[config.mk]
export PLATFORM = sky130hd
export DESIGN_NAME = cpu_run_monitor
export DESIGN_NICKNAME = d
export VERILOG_FILES = /design/src/rtl/cpu_run_monitor.sv
export SDC_FILE = /design/constraint.sdc
export NUM_CORES = 1
export LEC_CHECK = 0
export BUFFER_PORTS_ARGS = -buffer_cell sky130_fd_sc_hd__buf_2
export CORE_UTILIZATION = 35
export DETAILED_ROUTE_END_ITERATION = 12
export RECOVER_POWER = 100
export SLEW_MARGIN = 20
export SYNTH_ARGS = -nofsm -noshare
export SYNTH_HDL_FRONTEND = slang
export SYNTH_SLANG_ARGS = --single-unit
[constraint.sdc]
create_clock -name clk -period 5.9 [get_ports clk]
set_input_delay 0.295 -clock clk [delete_from_list [all_inputs] [get_ports clk]]
set_output_delay 0.295 -clock clk [all_outputs]
set_load 0.01 [all_outputs]
[src/rtl/cpu_run_monitor.sv]
// Watches a CPU run: detects halt (pc stable), aborts on timeout, then checks
// masked watched registers against expected values and traces value changes.
module cpu_run_monitor #(
  parameter int XLEN        = 32,
  parameter int NCH         = 4,
  parameter int TIMEOUT     = 1024,
  parameter int HALT_REPEAT = 4,
  parameter int CNT_W       = 16
) (
  input  logic                 clk,
  input  logic                 reset,
  input  logic                 start,
  input  logic [XLEN-1:0]      pc,
  input  logic [NCH*XLEN-1:0]  watch_val,
  input  logic [NCH*XLEN-1:0]  expect_val,
  input  logic [NCH-1:0]       expect_mask,
  output logic                 busy,
  output logic                 done,
  output logic                 pass,
  output logic                 timeout,
  output logic [XLEN-1:0]      halted_pc,
  output logic [CNT_W-1:0]     cycle_cnt,
  output logic [NCH-1:0]       mismatch_vec,
  output logic                 trace_valid,
  output logic [NCH-1:0]       trace_mask
);

  // state | meaning
  // IDLE  | waiting for start
  // RUN   | counting cycles, watching pc for a halt and watch_val for changes
  // CHECK | one cycle comparing watched values against expectations
  // DONE  | results held until the next start
  typedef enum logic [1:0] {IDLE, RUN, CHECK, DONE} state_t;

  localparam int SW = $clog2(HALT_REPEAT + 1);
  localparam logic [SW-1:0]    HALT_AT = SW'(HALT_REPEAT - 2);
  localparam logic [CNT_W-1:0] TO_AT   = CNT_W'(TIMEOUT - 1);
  localparam logic [CNT_W-1:0] CNT_MAX = '1;

  if (HALT_REPEAT < 2 || longint'(TIMEOUT) > ((longint'(1) << CNT_W) - 1)) begin : g_param_check
    $error("cpu_run_monitor: need HALT_REPEAT >= 2 and TIMEOUT <= 2^CNT_W-1");
  end

  state_t              state;
  logic [XLEN-1:0]     prev_pc;
  logic [NCH*XLEN-1:0] prev_watch;
  logic [SW-1:0]       stable;
  logic [NCH-1:0]      diff;
  logic [NCH-1:0]      miss;
  logic [CNT_W-1:0]    cnt_next;
  logic                same_pc;
  logic                halt_hit;

  always_comb begin
    diff = '0;
    miss = '0;
    for (int i = 0; i < NCH; i++) begin
      diff[i] = watch_val[i*XLEN +: XLEN] != prev_watch[i*XLEN +: XLEN];
      miss[i] = expect_mask[i] & (watch_val[i*XLEN +: XLEN] != expect_val[i*XLEN +: XLEN]);
    end
    same_pc  = pc == prev_pc;
    halt_hit = same_pc && (stable == HALT_AT);
    cnt_next = (cycle_cnt == CNT_MAX) ? cycle_cnt : cycle_cnt + 1'b1;
  end

  always_ff @(posedge clk) begin
    if (!reset) begin
      state        <= IDLE;
      busy         <= 1'b0;
      done         <= 1'b0;
      pass         <= 1'b0;
      timeout      <= 1'b0;
      halted_pc    <= '0;
      cycle_cnt    <= '0;
      mismatch_vec <= '0;
      trace_valid  <= 1'b0;
      trace_mask   <= '0;
      prev_pc      <= '0;
      prev_watch   <= '0;
      stable       <= '0;
    end else begin
      trace_valid <= 1'b0;
      trace_mask  <= '0;
      case (state)
        IDLE, DONE: begin
          if (start) begin
            state        <= RUN;
            busy         <= 1'b1;
            done         <= 1'b0;
            pass         <= 1'b0;
            timeout      <= 1'b0;
            halted_pc    <= '0;
            cycle_cnt    <= '0;
            mismatch_vec <= '0;
            stable       <= '0;
            prev_pc      <= pc;
            prev_watch   <= watch_val;
          end
        end
        RUN: begin
          trace_mask  <= diff;
          trace_valid <= |diff;
          prev_watch  <= watch_val;
          prev_pc     <= pc;
          stable      <= same_pc ? SW'(stable + 1'b1) : '0;
          // A halt seen on the timeout cycle still wins.
          if (halt_hit) begin
            halted_pc <= pc;
            cycle_cnt <= cnt_next;
            state     <= CHECK;
          end else if (cycle_cnt == TO_AT) begin
            timeout <= 1'b1;
            pass    <= 1'b0;
            busy    <= 1'b0;
            done    <= 1'b1;
            state   <= DONE;
          end else begin
            cycle_cnt <= cnt_next;
          end
        end
        CHECK: begin
          mismatch_vec <= miss;
          pass         <= ~|miss;
          busy         <= 1'b0;
          done         <= 1'b1;
          state        <= DONE;
        end
        default: state <= IDLE;
      endcase
    end
  end

endmodule

=== Word-level counts from Yosys, hierarchy flattened ===
Cells that the tools add are included.

* Register bits: 226
* Bits of input ports: 295
* Output and inout bits: 61
* Word-level logic and storage cells: 87

* Add/sub/neg operators: 2
* Equality and inequality tests: 21
* Muxes and demuxes: 31
* Bitwise logic cells: 4
* Reductions and logical operators: 16

{| class="wikitable"
|+ Operators with widths
! cell !! number
|-
| $ne A32 B32 Y1 || 8
|-
| $pmux W128 S2 || 1
|-
| $mux W128 || 1
|-
| $pmux W32 S2 || 2
|-
| $mux W32 || 3
|-
| $mux W16 || 4
|-
| $eq A32 B32 Y1 || 1
|-
| $pmux W16 S2 || 1
|-
| $add A16 B1 Y16 const B || 1
|-
| $eq A16 B10 Y1 const B || 1
|-
| $eq A16 B16 Y1 const B || 1
|-
| $pmux W1 S3 || 3
|-
| $reduce_and A3 Y1 || 3
|-
| $ne A2 B2 Y1 const B || 4
|-
| $pmux W4 S2 || 1
|-
| $reduce_and A2 Y1 || 4
|-
| $reduce_or A4 Y1 || 2
|-
| $mux W1 || 6
|-
| $mux W2 || 3
|-
| $mux W3 || 2
|-
| $ne A3 B3 Y1 const B || 2
|-
| $pmux W2 S3 || 1
|-
| $pmux W3 S2 || 1
|-
| $and A1 B1 Y1 || 4
|-
| other kinds (12) || 14
|}

=== Depth between registers and ports, before layout ===
Gate-level depths: netlist of run 1.

* Word-level depth: 5
* Depth in mapped cells: 10
* Mapped depth without buffers: 8

=== Worst setup path before layout of run 1 ===
OpenSTA, ideal clock, no wires.

* Path kind: flip-flop to flip-flop
* From: register state[0]
* To: register prev_watch[120]
* Library setup time: 0.071 ns
* Data arrival time: 2.084 ns
* Required time: 5.829 ns
* Slack: 3.745 ns
* Stages on the path, launching flop included: 11
* Buffers on the path: 4
* Clock period less this slack: 2.155 ns
* Path through: dfxtp_1 inv_1 ha_1 clkbuf_1 nand2_1 o21ai_0 clkbuf_1 clkbuf_1 buf_2 nand2_1 a21oi_1

* Longest elaborated chain between the ends: 4

{| class="wikitable"
|+ Ends and longest elaborated chain
! element !! line !! text
|-
| start, declared || 44 || <nowiki>state_t state;</nowiki>
|-
| start signal, assigned || 68 || <nowiki>state <= IDLE;</nowiki>
|-
| start signal, assigned || 87 || <nowiki>state <= RUN;</nowiki>
|-
| start signal, assigned || 110 || <nowiki>state <= CHECK;</nowiki>
|-
| $eq A2 B2 Y1 / $logic_not A2 Y1 (equally long branches) || 84 || <nowiki>case (state)</nowiki>
|-
| $reduce_or A2 Y1 || 84 ||
|-
| $ne A2 B2 Y1 (no line) / $reduce_bool A2 Y1 (equally long branches) || n/a ||
|-
| $reduce_and A2 Y1 (no line) || n/a ||
|-
| end signal, assigned || 97 || <nowiki>prev_watch <= watch_val;</nowiki>
|-
| end signal, assigned || 103 || <nowiki>prev_watch <= watch_val;</nowiki>
|-
| end, declared || 46 || <nowiki>logic [NCH*XLEN-1:0] prev_watch;</nowiki>
|}

Parallel ways exist; a longest one is shown, timed or not.
A chain may end at the register's enable or synchronous reset.

=== Final worst setup path of run 1 ===
* From: register state[0]
* To: register prev_watch[83]

The elaborated chain is that of the path after synthesis.

==> metrics.md, run 1 <==
| Metric | Value |
|---|---|
| Worst reg2reg path endpoint | `prev_watch[83]` |
| DR iter-0 viols | `510` |
| #FFs+latches synth | `226` |
| Failing checks | `max-capacitance violations, max-slew violations` |
| Port bufs | `355` |
| Core Area | `0.0317 mm²` |
| RePlAce Congestion | `0.875` |
| Main synth FF type | `dfxtp_1` |
| Num rows | `65` |
| Global-route wire length before repair | `51600 µm` |
| Most common cell after layout, fill and taps aside | `nand2_1` |
| Max Freq | `288 MHz` |
| Area Growth Syn to Fin | `25.6%` |
| Highest Signal Layer | `met4` |
| Post-synthesis simple-gate area fraction | `0.207` |
| Slew Viols, Final | `154` |
| Worst-margin pin slew | `1610 ps` |
| Commonest non-fill, non-tap cells in the layout | `nand2_1 (348), buf_2 (294), dfxtp_1 (226)` |
| Setup crit end kind | `register` |
| DP HPWL | `24600 µm` |
| Layout cells sized above 1 | `0.205` |
| Post-synthesis sequential area ratio | `0.399` |
| Critical Path RT | `6360 ps` |
| Number of synthesized flops with an enable pin | `0` |
| Ant. Diodes | `0` |
| Synthesized area per cell | `8.22 µm²` |
| Slew HR | `-0.0707` |
| # IOs | `356` |
| XOR/XNOR Fraction of Synth Area | `0.223` |
| Clk_skew | `7.71 ps` |
| Final Hold Vio Count | `0` |
| Die area | `0.0331 mm²` |
| Vias in the first global route | `9871` |
| Root buffer cell | `clkbuf_16` |
| Worst hold-check path type | `in -> reg` |
| Num CTS Buffers | `26` |
| Via Count | `10500` |
| Final Setup Violations | `0` |
| Worst Setup SP | `state[0]` |
| VDD IR max | `0.000226 V` |
| Adder-cell share of the synthesized area | `0.00552` |
| Reg-to-reg slack, setup | `2430 ps` |
| Clk sinks | `226` |
| Reg2reg start | `state[0]` |
| WS Path Type | `reg -> reg` |
| Worst skew pair latency | `530 ps` |
| TNS Setup | `0 ps` |
| Mapped cell area | `0.0113 mm²` |
| WL met1 | `14600 µm` |
| Arr. time, crit path | `3930 ps` |
| Met3 WL | `1600 µm` |
| Post-synthesis mux area share | `0.000883` |
| Outcome | `finished, violations left` |
| Post-CTS setup buffers | `0` |
| Hold Crit Endpoint | `halted_pc[11]` |
| Largest net degree at the start of global routing | `104` |
| Die Ht | `182 µm` |
| Period minus WS final | `3470 ps` |
| Library cells used by synthesis | `47` |
| MaxCap Viol Count | `2` |
| Avg WL per Cell | `15.6 µm` |
| Worst-path clk slew | `60 ps` |
| Final Net Count | `1999` |
| Chip width | `182 µm` |
| RSZ-0062 raised after global routing | `false` |
| # DRC | `0` |
| Worst-case clock buffer depth | `3` |
| Worst hold start | `pc[11]` |
| Starting density of the core | `0.357` |
| Initial antenna violation count | `0` |
| Crit Path Max Fanout | `76` |
| Hold Crit Depth | `2` |
| CTS tree | `done` |
| Pwr dens | `384 mW/mm²` |
| Met2 wire length | `16200 µm` |
| Grt total ovfl | `0` |
| Post-synthesis async set-or-reset flop share | `0` |
| Tot GR Track Use | `0.193` |
| DRT Pass-1 Iters | `4` |
| Fin Hold WS | `23.2 ps` |
| Cell count after synthesis | `1378` |
| Antenna viol nets, final | `0` |
| R2r worst-path depth | `7` |
| H-Tree Depth | `1` |
| Critical path launch point type | `register` |
| Via/cell ratio | `4.93` |
| LEAKAGE | `0.00580 µW` |
| Post-synthesis compound-gate area fraction | `0.134` |
| Largest family of logic cells by synthesized area | `XOR/XNOR gates` |
| Wirelength, routed | `33000 µm` |
| Pwr Total | `5460 µW` |
| Fillcell total | `3226` |
| Post-synth net total | `1678` |
| Fin crit share | `0.589` |
| YS warnings | `0` |
[synthesized netlist by cell type, types with 5 or more instances]
library cell,count,share of area
a21oi_1,171,0.076
a22o_1,33,0.026
and2_1,6,0.0033
buf_2,16,0.0071
clkbuf_1,53,0.018
dfxtp_1,226,0.40
ha_1,5,0.0055
inv_1,9,0.0030
nand2_1,348,0.12
nand3_1,13,0.0057
nand4_1,58,0.032
nor2_1,26,0.0086
nor3_1,9,0.0040
nor4_1,46,0.025
o21ai_0,11,0.0049
o311ai_0,5,0.0039
xnor2_1,161,0.12
xor2_1,128,0.099
[state kept, by name, summed over array words and instances (netlist names)]
signal / count
trace_valid: 1
trace_mask: 4
timeout: 1
cycle_cnt: 16
state: 2
mismatch_vec: 4
halted_pc: 32
stable: 3
pass: 1
busy: 1
done: 1
prev_pc: 32
prev_watch: 128
[worst max path at each step]
stage,endpoint
global route,prev_watch[76]
global placement,halted_pc[10]
floorplan,prev_watch[120]
CTS,halted_pc[0]
detailed placement,halted_pc[0]
finish,prev_watch[83]
[layer usage]
layer  vias to the layer above  GRT usage
li1                       5320          -
met1                      4834      0.251
met2                       261      0.339
met3                        46     0.0271
met4                         0     0.0437
met5                         -          0
[area by class of cell]
cell class / instances / area (µm²) / area share
Sequential cell: 226 / 4520 / 0.318
Multi-Input combinational cell: 1071 / 6440 / 0.453
Clock inverter: 14 / 200 / 0.0141
Clock buffer: 33 / 738 / 0.0519
Timing Repair Buffer: 365 / 1780 / 0.125
Tap cell: 402 / 503 / 0.0354
Inverter: 9 / 38.8 / 0.00273
[kinds of logic after synthesis]
family | Yosys count
flip-flops | 226
AND/OR/NAND/NOR | 525
multiplexers | 1
XOR/XNOR | 289
buffers and inverters | 81
adder cells (fa/ha/maj) | 5
AO/OA/AOI/OAI | 251
[worst max-delay path, stage by stage (launching register included)]
cell      delay [ps]
dfxtp_1          360
inv_1             70
ha_1             400
nand2_1          190
o21a_1           750
clkbuf_2        1260
nand2_1          140
a21oi_1          170
[where the power goes]
group	leakage [µW]	switching, µW	internal (µW)
Clock	0.000462	651	1100
Combinational	0.00349	1020	607
Sequential	0.00185	212	1870
Total	0.00580	1880	3580
[stage by stage]
| stage | utilization | cell area [µm²] | std cells | worst slack, ps |
|---|---|---|---|---|
| after CTS | 0.452 | 14300 | 2119 | 3070 |
| after detailed placement | 0.422 | 13400 | 2071 | 3090 |
| after global placement | 0.422 | 13400 | 2071 | 3150 |
| final | 0.449 | 14200 | 2120 | 2430 |
| after floorplan | - | 11300 | 1378 | 3750 |
| after global routing | 0.449 | 14200 | 2120 | 2030 |
[repair_timing]
item,4_1_cts,5_1_grt
hold buffers,1,0
gates resized for setup,0,0
hold endpoints to repair,1,0
Power figures use the tool's default switching activity.
==> run 2: changes to the inputs <==
==> constraint.sdc (replaced) <==
create_clock -name clk -period 3.05 [get_ports clk]
set_input_delay 0.1525 -clock clk [delete_from_list [all_inputs] [get_ports clk]]
set_output_delay 0.1525 -clock clk [all_outputs]
set_load 0.01 [all_outputs]
==> run 2 against run 1 <==
Effect of this change: the run now ends clean; critical path depth increased by 1; sequential power increased by 94%; core utilization increased by 5.1 points; flip-flop and latch count unchanged; critical endpoint is now cycle_cnt[1]; largest cell class unchanged; highest routed layer unchanged.
==> metrics.md, run 2 (same netlist as run 1, synthesis figures left out) <==
| Metric | Value |
|---|---|
| Pre-CTS setup slack | `546 ps (was 3090 ps)` |
| Slew HR | `0.356 (was -0.0707)` |
| Clk sinks | `226 (unchanged)` |
| Via/cell ratio | `4.99 (was 4.93)` |
| Period minus WS final | `2610 ps (was 3470 ps)` |
| P_sw | `3670 µW (was 1880 µW)` |
| Fillcell total | `2988 (was 3226)` |
| Worst-case clock buffer depth | `3 (unchanged)` |
| Worst-margin pin slew | `966 ps (was 1610 ps)` |
| Sw Ratio | `0.343 (was 0.345)` |
| DRT Pass-1 Iters | `6 (was 4)` |
| Worst hold-check path type | `in -> reg (unchanged)` |
| Num rows | `65 (unchanged)` |
| Crit Path Max Fanout | `11 (was 76)` |
| Num CTS Buffers | `27 (was 26)` |
| Outcome | `complete, no violations (was finished, violations left)` |
| Commonest non-fill, non-tap cells in the layout | `nand2_1 (348), buf_2 (294), dfxtp_1 (226) (unchanged)` |
| MaxCap Viol Count | `0 (was 2)` |
| Fin crit share | `0.857 (was 0.589)` |
| Biggest register | `prev_watch (unchanged)` |
| CTS tree | `done (unchanged)` |
| Post-DP Area | `0.0135 mm² (was 0.0134 mm²)` |
| Antenna viol nets, final | `0 (unchanged)` |
| Global-route wire length before repair | `56100 µm (was 51600 µm)` |
| Largest net degree at the start of global routing | `157 (was 104)` |
| Slew Viols, Final | `0 (was 154)` |
| TNS Setup | `0 ps (unchanged)` |
| Root buffer cell | `clkbuf_16 (unchanged)` |
| Die Ht | `182 µm (unchanged)` |
| DR iter-0 viols | `620 (was 510)` |
| Vias in the first global route | `10900 (was 9871)` |
| Pwr dens | `676 mW/mm² (was 384 mW/mm²)` |
| PostCTS Resize Cnt | `0 (unchanged)` |
| Part of the power in combinational logic | `0.314 (was 0.298)` |
| Clock group share of total power | `0.309 (was 0.321)` |
| Worst-path clk slew | `70 ps (was 60 ps)` |
| Chip width | `182 µm (unchanged)` |
| Fin Hold WS | `64.3 ps (was 23.2 ps)` |
| Final Net Count | `2161 (was 1999)` |
| Wirelength, routed | `36200 µm (was 33000 µm)` |
| # DRC | `0 (unchanged)` |
| Critical path launch point type | `register (unchanged)` |
| Layout cells sized above 1 | `0.188 (was 0.205)` |
| Tot GR Track Use | `0.210 (was 0.193)` |
| LEAKAGE | `0.00648 µW (was 0.00580 µW)` |
| RSZ-0062 raised after global routing | `false (unchanged)` |
| Hold buffer count at CTS | `161 (was 1)` |
| Max Freq | `383 MHz (was 288 MHz)` |
| Area Growth Syn to Fin | `39.9% (was 25.6%)` |
| H-Tree Depth | `1 (unchanged)` |
| VDD IR max | `0.000419 V (was 0.000226 V)` |
| Share of power burned in registers | `0.376 (was 0.382)` |
| Core Area | `0.0317 mm² (unchanged)` |
| Setup crit end kind | `register (unchanged)` |
| Internal power | `7040 µW (was 3580 µW)` |
| DP HPWL | `24600 µm (about the same)` |
| Avg WL per Cell | `15.9 µm (was 15.6 µm)` |
| Starting density of the core | `0.357 (unchanged)` |
| Via Count | `11400 (was 10500)` |
| Final instance area | `0.0158 mm² (was 0.0142 mm²)` |
| Grt total ovfl | `0 (unchanged)` |
| Initial antenna violation count | `0 (unchanged)` |
| Final worst slack | `437 ps (was 2430 ps)` |
| Arr. time, crit path | `3020 ps (was 3930 ps)` |
| Post-CTS setup buffers | `0 (unchanged)` |
| RePlAce Congestion | `0.816 (was 0.875)` |
| Max FFs per register | `128 (unchanged)` |
| Clk_skew | `9.72 ps (was 7.71 ps)` |
| Port bufs | `355 (unchanged)` |
| Largest registers | `prev_watch (128), halted_pc (32), prev_pc (32) (unchanged)` |
| Ant. Diodes | `0 (unchanged)` |
| Final Setup Violations | `0 (unchanged)` |
| Final Hold Vio Count | `0 (unchanged)` |
| Worst skew pair latency | `520 ps (was 530 ps)` |
| Die area | `0.0331 mm² (unchanged)` |
| # IOs | `356 (unchanged)` |
| Critical Path RT | `3460 ps (was 6360 ps)` |
| Most common cell after layout, fill and taps aside | `nand2_1 (unchanged)` |
| WS Path Type | `reg -> reg (unchanged)` |
==> run 2: power by group through the flow <==
stage               Clock (µW)  Sequential [µW]  Combinational, µW
global placement             0             4060               3240
CTS                       3410             4030               3470
global route              3530             4110               3770
finish                    3310             4030               3370
detailed placement           0             4090               3290
floorplan                    0             4040               2280
==> run 2: routing by layer <==
layer  share of wire  track usage  vias to the layer above
met1            0.42        0.263                     5282
met2            0.49        0.363                      360
met4           0.037       0.0780                        0
met3           0.052       0.0333                       94
met5               0            0                        -
li1                -            -                     5644
==> run 2: critical path, stage by stage (launching register included) <==
cell and delay, ps:
dfxtp_1 420, ha_1 240, and2_0 190, and4_1 360, nand3_1 240, a31oi_1 200, clkbuf_1 420, nor2_1 140
a32o_1 280
==> run 2: layout make-up <==
cell class                 instances  area [µm²]  area share
multi-input combinational       1071        6440       0.407
sequential                       226        4520       0.285
timing repair buffer             526        3420       0.216
clock buffer                      35         766      0.0483
tap                              402         503      0.0317
clock inverter                    10         153     0.00963
inverter                           9        38.8     0.00245
==> run 2: metrics by stage <==
stage                util  std cells  power (µW)
finish              0.500       2279       10700
global route        0.500       2279       11400
CTS                 0.504       2279       10900
detailed placement  0.424       2073        7380
global placement    0.424       2073        7300
floorplan               -       1378        6330
==> run 2: worst paths after layout <==
| kind | start | endpoint | slack, ps | cells after the start |
|---|---|---|---|---|
| min | start | state[1] | 60 | 3 |
| min reg2reg | prev_watch[81] | prev_watch[81] | 460 | 2 |
| max reg2reg | cycle_cnt[0] | cycle_cnt[1] | 440 | 8 |
| max | cycle_cnt[0] | cycle_cnt[1] | 440 | 8 |
==> run 3: changes to the inputs <==
--- a/config.mk
+++ b/config.mk
@@ -8,6 +8,7 @@
 export BUFFER_PORTS_ARGS = -buffer_cell sky130_fd_sc_hd__buf_2
 export CORE_UTILIZATION = 35
 export DETAILED_ROUTE_END_ITERATION = 12
+export GPL_TIMING_DRIVEN = 0
 export RECOVER_POWER = 100
 export SLEW_MARGIN = 20
 export SYNTH_ARGS = -nofsm -noshare
==> run 3 against run 2 <==
Effect of this change: non-clock buffer count is 62 higher; combinational power rose by 6.8%; critical path depth decreased by 1; highest routed layer unchanged; register-to-register slack lost 290 ps; largest cell class unchanged; design area grew 1.4%; clock power up 2%.
==> metrics.md, run 3 (same netlist as run 1, synthesis figures left out) <==
| Metric | Value |
|---|---|
| Largest net degree at the start of global routing | `14 (was 157)` |
| Area Growth Syn to Fin | `41.9% (was 39.9%)` |
| Setup crit end kind | `register (unchanged)` |
| Die Ht | `182 µm (unchanged)` |
| Worst-case clock buffer depth | `3 (unchanged)` |
| Fin crit share | `0.953 (was 0.857)` |
| Antenna viol nets, final | `0 (unchanged)` |
| Final cell count without fillers | `2344 (was 2279)` |
| Largest registers | `prev_watch (128), halted_pc (32), prev_pc (32) (unchanged)` |
| Wirelength, routed | `38700 µm (was 36200 µm)` |
| Via Count | `11700 (was 11400)` |
| DRT Pass-1 Iters | `5 (was 6)` |
| # IOs | `356 (unchanged)` |
| Starting density of the core | `0.357 (unchanged)` |
| Max FFs per register | `128 (unchanged)` |
| CTS tree | `done (unchanged)` |
| Global-route wire length before repair | `59500 µm (was 56100 µm)` |
| VDD IR max | `0.000434 V (was 0.000419 V)` |
| Tot GR Track Use | `0.226 (was 0.210)` |
| WS Path Type | `reg -> reg (unchanged)` |
| Cells after DPL | `2135 (was 2073)` |
| Final Setup Violations | `0 (unchanged)` |
| Clk_skew | `22.9 ps (was 9.72 ps)` |
| Core Area | `0.0317 mm² (unchanged)` |
| Via/cell ratio | `4.99 (about the same)` |
| Slew HR | `0.539 (was 0.356)` |
| # DRC | `0 (unchanged)` |
| Worst skew pair latency | `540 ps (was 520 ps)` |
| Worst hold-check path type | `in -> reg (unchanged)` |
| Initial antenna violation count | `0 (unchanged)` |
| Worst-path clk slew | `60 ps (was 70 ps)` |
| Fillcell total | `3053 (was 2988)` |
| Port bufs | `355 (unchanged)` |
| Period minus WS final | `2910 ps (was 2610 ps)` |
| Final Hold Vio Count | `0 (unchanged)` |
| Fin util | `0.507 (was 0.500)` |
| Clk sinks | `226 (unchanged)` |
| H-Tree Depth | `1 (unchanged)` |
| RSZ-0062 raised after global routing | `false (unchanged)` |
| Vias in the first global route | `11400 (was 10900)` |
| LEAKAGE | `0.00659 µW (was 0.00648 µW)` |
| Most common cell after layout, fill and taps aside | `nand2_1 (unchanged)` |
| DR iter-0 viols | `643 (was 620)` |
| Num CTS Buffers | `27 (unchanged)` |
| MaxCap Viol Count | `0 (unchanged)` |
| Arr. time, crit path | `3330 ps (was 3020 ps)` |
| Biggest register | `prev_watch (unchanged)` |
| Outcome | `complete, no violations (unchanged)` |
| Layout cells sized above 1 | `0.189 (was 0.188)` |
| Worst-margin pin slew | `685 ps (was 966 ps)` |
| Critical Path RT | `3470 ps (was 3460 ps)` |
| Final instance area | `0.0161 mm² (was 0.0158 mm²)` |
| Die area | `0.0331 mm² (unchanged)` |
| Post-DP Area | `0.0136 mm² (was 0.0135 mm²)` |
| Chip width | `182 µm (unchanged)` |
| Num rows | `65 (unchanged)` |
| Commonest non-fill, non-tap cells in the layout | `nand2_1 (348), buf_2 (302), dfxtp_1 (226) (was nand2_1 (348), buf_2 (294), dfxtp_1 (226))` |
| Critical path launch point type | `register (unchanged)` |
| Pwr dens | `686 mW/mm² (was 676 mW/mm²)` |
| Crit Path Max Fanout | `10 (was 11)` |
| Final Net Count | `2223 (was 2161)` |
| DP HPWL | `28100 µm (was 24600 µm)` |
| RePlAce Congestion | `0.892 (was 0.816)` |
| Max Freq | `344 MHz (was 383 MHz)` |
| Ant. Diodes | `0 (unchanged)` |
| Grt total ovfl | `0 (unchanged)` |
| Pwr Total | `11000 µW (was 10700 µW)` |
| Root buffer cell | `clkbuf_16 (unchanged)` |
| Avg WL per Cell | `16.5 µm (was 15.9 µm)` |
| Slew Viols, Final | `0 (unchanged)` |
| TNS Setup | `0 ps (unchanged)` |
run 3: repair_timing:
item	CTS	global route
gates resized for setup	2	3
hold buffers	162	0
buffers inserted	0	0
endpoints found under the hold margin	196	0
gates cloned	0	0
setup endpoints to repair	91	113
run 3: worst max-delay path: stages, from the launching register on:
cell      delay (ps)
dfxtp_1          320
xnor2_1          190
nand4_1          170
or4_1            650
o31ai_1          560
a21oi_1          360
clkbuf_2         290
a22o_1           260
run 3: metrics by stage:
stage | hold slack, ps | worst slack (ps)
2_1_floorplan | 278 | 895
3_3_place_gp | 410 | -109
3_5_place_dp | 415 | -201
4_1_cts | 216 | 2.09
5_1_grt | 233 | 4.08
6_report | 241 | 143
run 3: final cells by class:
type	instances	area, µm²	share of cell area
Clock buffer	34	762	0.0474
Timing Repair Buffer	517	3320	0.207
Buffer	71	305	0.0190
Inverter	9	33.8	0.00210
Multi-Input combinational cell	1071	6440	0.401
Sequential cell	226	4520	0.281
Tap cell	402	503	0.0313
Clock inverter	14	184	0.0114
run 3: metal layers:
layer  vias up  track usage  wire length (µm)
met4         0       0.0813              1250
met5         -            0                 0
li1       5783            -                 -
met2       415        0.395             18800
met3        90       0.0379              2340
met1      5413        0.279             16300
run 3: final timing paths:
check / depth (start not counted) / slack [ps] / from / to
setup / recovery: 7 / 140 / prev_pc[24] / halted_pc[8]
hold / removal: 4 / 240 / expect_mask[0] / mismatch_vec[0]
setup reg to reg: 7 / 140 / prev_pc[24] / halted_pc[8]
hold reg to reg: 2 / 460 / prev_watch[122] / prev_watch[122]
run 3: power by group:
group / switching, µW / internal [µW] / leakage, µW
registers: 415 / 3620 / 0.00185
clock network: 1290 / 2100 / 0.000458
logic: 2210 / 1390 / 0.00428
